===== config.mk =====
export PLATFORM = sky130hd
export DESIGN_NAME = stim_player
export DESIGN_NICKNAME = d
export VERILOG_FILES = /design/src/rtl/stim_player.sv
export SDC_FILE = /design/constraint.sdc
export NUM_CORES = 1
export LEC_CHECK = 0
export CELL_PAD_IN_SITES_DETAIL_PLACEMENT = 0
export CELL_PAD_IN_SITES_GLOBAL_PLACEMENT = 2
export CORE_MARGIN = 3
export CORE_UTILIZATION = 31
export DETAILED_ROUTE_END_ITERATION = 12
export PLACE_DENSITY = 0.53
export SYNTH_ARGS = -nofsm -noshare
export SYNTH_HDL_FRONTEND = slang
export SYNTH_SLANG_ARGS = --single-unit

===== constraint.sdc =====
create_clock -name clk_i -period 2.9 [get_ports clk_i]
set_clock_uncertainty 0.05 [all_clocks]
set_input_delay 0.435 -clock clk_i [delete_from_list [all_inputs] [get_ports clk_i]]
set_output_delay 0.435 -clock clk_i [all_outputs]
set_load 0.005 [all_outputs]

===== src/rtl/stim_player.sv =====
`default_nettype none
// ============================================================================
//  Module   : stim_player
//  Purpose  : Pattern-RAM stimulus generator that replays loaded samples into
//             the FFT datapath, one sample per pacing strobe, with optional loop.
//  Revision : 1.0  initial release
// ============================================================================
module stim_player #(
    parameter int DATA_W = 8,
    parameter int DEPTH  = 64,
    parameter int ADDR_W = 6
) (
    input  logic              clk_i,
    input  logic              rst_n_i,
    input  logic              wr_en_i,
    input  logic [ADDR_W-1:0] wr_addr_i,
    input  logic [DATA_W-1:0] wr_data_i,
    input  logic [ADDR_W:0]   len_i,
    input  logic              loop_i,
    input  logic              start_i,
    input  logic              abort_i,
    input  logic              sample_en_i,
    output logic [DATA_W-1:0] data_o,
    output logic              valid_o,
    output logic              sop_o,
    output logic              eop_o,
    output logic              trig_o,
    output logic              busy_o,
    output logic              done_o,
    output logic [7:0]        pass_cnt_o
);

    typedef enum logic [0:0] {
        ST_IDLE = 1'b0,
        ST_PLAY = 1'b1
    } state_t;

    localparam logic [ADDR_W:0] LEN_MAX = (ADDR_W+1)'(DEPTH);
    localparam logic [ADDR_W:0] LEN_ONE = (ADDR_W+1)'(1);

    logic [DATA_W-1:0] mem_q [DEPTH];

    state_t            state_q, state_d;
    logic [ADDR_W-1:0] idx_q, idx_d;
    logic [ADDR_W:0]   len_q, len_d;
    logic [DATA_W-1:0] data_q, data_d;
    logic              valid_q, valid_d;
    logic              sop_q, sop_d;
    logic              eop_q, eop_d;
    logic              done_q, done_d;
    logic [7:0]        pass_q, pass_d;
    logic              last_w;

    // No reset on the pattern RAM: contents survive reset and abort.
    always_ff @(posedge clk_i) begin
        if (wr_en_i) begin
            mem_q[wr_addr_i] <= wr_data_i;
        end
    end

    assign last_w = ({1'b0, idx_q} == (len_q - LEN_ONE));

    always_comb begin
        state_d = state_q;
        idx_d   = idx_q;
        len_d   = len_q;
        data_d  = data_q;
        valid_d = 1'b0;
        sop_d   = 1'b0;
        eop_d   = 1'b0;
        done_d  = 1'b0;
        pass_d  = pass_q;

        if (abort_i) begin
            state_d = ST_IDLE;
            idx_d   = '0;
        end else begin
            case (state_q)
                ST_IDLE: begin
                    if (start_i && (len_i != '0)) begin
                        state_d = ST_PLAY;
                        len_d   = (len_i > LEN_MAX) ? LEN_MAX : len_i;
                        idx_d   = '0;
                        pass_d  = '0;
                    end
                end
                ST_PLAY: begin
                    if (sample_en_i) begin
                        data_d  = mem_q[idx_q];
                        valid_d = 1'b1;
                        sop_d   = (idx_q == '0);
                        eop_d   = last_w;
                        if (last_w) begin
                            idx_d = '0;
                            if (pass_q != 8'hFF) begin
                                pass_d = pass_q + 8'd1;
                            end
                            if (!loop_i) begin
                                state_d = ST_IDLE;
                                done_d  = 1'b1;
                            end
                        end else begin
                            idx_d = idx_q + 1'b1;
                        end
                    end
                end
                default: begin
                    state_d = ST_IDLE;
                    idx_d   = '0;
                end
            endcase
        end
    end

    always_ff @(posedge clk_i) begin
        if (!rst_n_i) begin
            state_q <= ST_IDLE;
            idx_q   <= '0;
            len_q   <= '0;
            data_q  <= '0;
            valid_q <= 1'b0;
            sop_q   <= 1'b0;
            eop_q   <= 1'b0;
            done_q  <= 1'b0;
            pass_q  <= '0;
        end else begin
            state_q <= state_d;
            idx_q   <= idx_d;
            len_q   <= len_d;
            data_q  <= data_d;
            valid_q <= valid_d;
            sop_q   <= sop_d;
            eop_q   <= eop_d;
            done_q  <= done_d;
            pass_q  <= pass_d;
        end
    end

    assign data_o     = data_q;
    assign valid_o    = valid_q;
    assign sop_o      = sop_q;
    assign trig_o     = sop_q;
    assign eop_o      = eop_q;
    assign done_o     = done_q;
    assign pass_cnt_o = pass_q;
    // The final (done) sample still counts as busy; busy falls the cycle after.
    assign busy_o     = (state_q == ST_PLAY) || done_q;

endmodule
`default_nettype wire


==> impl_metrics.yaml <==
floorplanning:
  io_pins: 50
  die_height_um: 271
  die_width_um: 271
  rows: 96
  die_area_um2: 73600
  start_util_pct: 31.5
  coreArea_um2: 69200
clock_network:
  clkTransAtPathRegs_ps: 60
  cts_tree: "yes"
  cts_max_level: 2
  cts_setup_buffers: 0
  cts_resized: 0
  clock_latency_ps: 640
  cts_buffers: 61
  cts_hold_buf: 0
  cts.path.max_buffers: 3
  cts-root-buf: "clkbuf_16"
  cts.sinks: 546
synthesis:
  synth_common_cells: "edfxtp_1, mux4_2, nor2_1"
  postSynth.asyncResetShare_pct: 0
  synthCells: 1171
  synth.top_cell.area_share_pct: 70.4
  synth_area_um2: 21800
  synth-main-ff-cell: "edfxtp_1"
  yosysWarnings: 0
  ys_ff_latch: 546
  synth_area_per_cell_um2: 18.6
  synth_most_common_cell: "edfxtp_1"
  synth_edf_count: 512
  synth.area.top_cells: "edfxtp_1, mux4_2, dfxtp_1"
  ys_seq_area_share_pct: 73.6
  synth_top_cell_by_area: "edfxtp_1"
  synth_cell_types: 64
  syn_nets: 1203
placement:
  gp_congestion: 0.743
  dp_hpwl_um: 39700
  portBuffers: 49
finish:
  regArea_um2: 16100
  synthToLayoutAreaGrowth_pct: 20.5
  final_core_util_pct: 38.0
  final_layout_size_suffix_gt1_share_pct: 25.4
  fill_cells: 6469
  multi_input_area_um2: 5390
  layout.nets: 1399
  antennaDiodeCount: 0
critical_path:
  start_kind: "flip-flop"
  rr_worst_depth: 7
  criticalPathCategory: "flip-flop to flip-flop"
  worstPathArrival_ps: 3120
  crit_required_ps: 3380
  r2r_end: "data_o[1]"
  reg2reg_slack_ps: 250
  cp_max_fo: 9
  timing.rr.start: "idx_q[0]"
  worstSetupEndpointType: "flip-flop"
power_and_ir_drop:
  power_frac_seq_pct: 52.0
  ir_drop_mv: 0.524
  switching_share_pct: 20.6
  p_clk_share_pct: 45.3
  power.leakage_uw: 0.00826
  p_per_area_nw_per_um2: 635
  p_sw_uw: 3440
  p_int_uw: 13200
  power_frac_comb_pct: 2.6
  power_uw: 16700
min_path:
  worstHoldStart: "wr_data_i[2]"
  hp-class: "input pin to flip-flop"
  min_to: "mem_q[9][2]"
  holdPathStages: 1
timing:
  timing.final.crit_share_pct: 91.3
  finalHoldWorstSlack_ps: 299
  hold_viol: 0
  max_freq_ghz: 0.378
  rsz0062_at_grt: "false"
  setup_viol: 0
  slew_headroom_pct: 45.8
  setup-tns-final_ps: 0
  period_needed_ps: 2650
  slew_violations: 0
  tightestPinTransition_ps: 813
detailed_routing:
  dr.pass1.iters: 5
  routed.top_layer: "met4"
  vias: 11600
  wl_met1_um: 27900
  drt_iter0_drc: 935
  drc: 0
  ant_nets: 0
  wl_met3_um: 2900
  drt-wirelength-per-cell_um: 25.6
  wl_met2_um: 27900
  vias_per_cell: 4.94
  routed_wl_um: 60000
status:
  status: "completed"
grt:
  grt_pass1_vias: 12000
  overflow: 0
  grt_antenna_before_repair: 1
  grt_pass1_wl_um: 87000
  grt_start_max_net_pins: 65
  grtUsageTotal_pct: 16.3
flow_run:
  cap_violations: 0
[worst max-delay path, cell delays in order, from the launching register on]
cell       delay, ps
dfxtp_4          520
buf_4            210
mux4_2           610
a2111oi_0        640
buf_4            220
a32oi_1           80
o2111ai_1        120
a21oi_1           60
[through the flow]
step / cell area (µm²) / setup slack, ps / std cells
global route: 26300 / 98.7 / 2346
detailed placement: 24300 / 252 / 2235
CTS: 26300 / 227 / 2346
global placement: 24300 / 257 / 2235
floorplan: 21800 / 732 / 1171
finish: 26300 / 253 / 2346
[registers in the layout (all words and copies together) (netlist names)]
signal	cells
mem_q	512
len_q	7
sop_o	1
eop_o	1
state_q	1
valid_o	1
done_o	1
pass_cnt_o	8
data_o	8
idx_q	6
[placed cells by master, fill, tap and decap left out, types with 7 or more instances in the layout]
| cell | instances |
|---|---|
| a21oi_1 | 16 |
| nand2_1 | 57 |
| o22ai_1 | 11 |
| clkinv_1 | 15 |
| xnor2_1 | 7 |
| dfxtp_1 | 30 |
| clkdlybuf4s50_1 | 41 |
| mux2i_1 | 61 |
| nor2_1 | 77 |
| mux4_1 | 12 |
| o21ai_0 | 24 |
| nor2b_1 | 8 |
| nor3_1 | 10 |
| nand3_1 | 33 |
| edfxtp_1 | 512 |
| buf_12 | 10 |
| nand3b_1 | 10 |
| clkbuf_1 | 15 |
| buf_2 | 8 |
| mux4_2 | 102 |
| clkbuf_16 | 62 |
| clkinv_2 | 8 |
| buf_4 | 140 |
| nand4_1 | 7 |
| nand2b_1 | 13 |
| a211oi_1 | 10 |
[power groups by stage]
stage / Sequential (µW) / Combinational, µW / Clock, µW
final: 8680 / 439 / 7570
after global placement: 8850 / 448 / 0
after CTS: 8680 / 456 / 7780
after global routing: 8680 / 478 / 8100
after floorplan: 8850 / 157 / 0
after detailed placement: 8850 / 454 / 0
[worst max-delay path by stage]
stage / start / end / slack [ps] / depth (start not counted)
after global routing: idx_q[0] / data_o[2] / 100 / 7
after global placement: idx_q[0] / data_o[5] / 260 / 7
final: idx_q[0] / data_o[1] / 250 / 7
after CTS: idx_q[0] / data_o[2] / 230 / 7
after detailed placement: idx_q[0] / data_o[2] / 250 / 7
after floorplan: len_q[0] / pass_cnt_o[7] / 730 / 8
[cell families (layout without fill, tap and decap cells)]
logic type / after synthesis / after routing / synth area share [%]
AO/OA/AOI/OAI: 110 / 110 / 3.50
XOR/XNOR: 9 / 9 / 0.361
adder cells (fa/ha/maj): 4 / 4 / 0.229
buffers and inverters: 72 / 316 / 1.74
flip-flops: 546 / 546 / 73.6
multiplexers: 176 / 176 / 14.8
AND/OR/NAND/NOR: 254 / 254 / 5.78
[metal layers]
layer	up-vias	GRT usage, %
li1	5153	-
met1	6095	23.5
met2	267	25.7
met3	79	2.70
met4	0	4.36
met5	-	0
[layout make-up]
| cell class | count | share of cell area, % |
|---|---|---|
| flip-flops and latches | 546 | 61.1 |
| inverters | 6 | 0.0857 |
| clock buffers | 77 | 6.11 |
| multi-input cells | 553 | 20.5 |
| clock inverters | 34 | 1.29 |
| repair buffers | 199 | 6.47 |
| well taps | 931 | 4.43 |
Note: power is estimated with default switching activity, not from simulation.
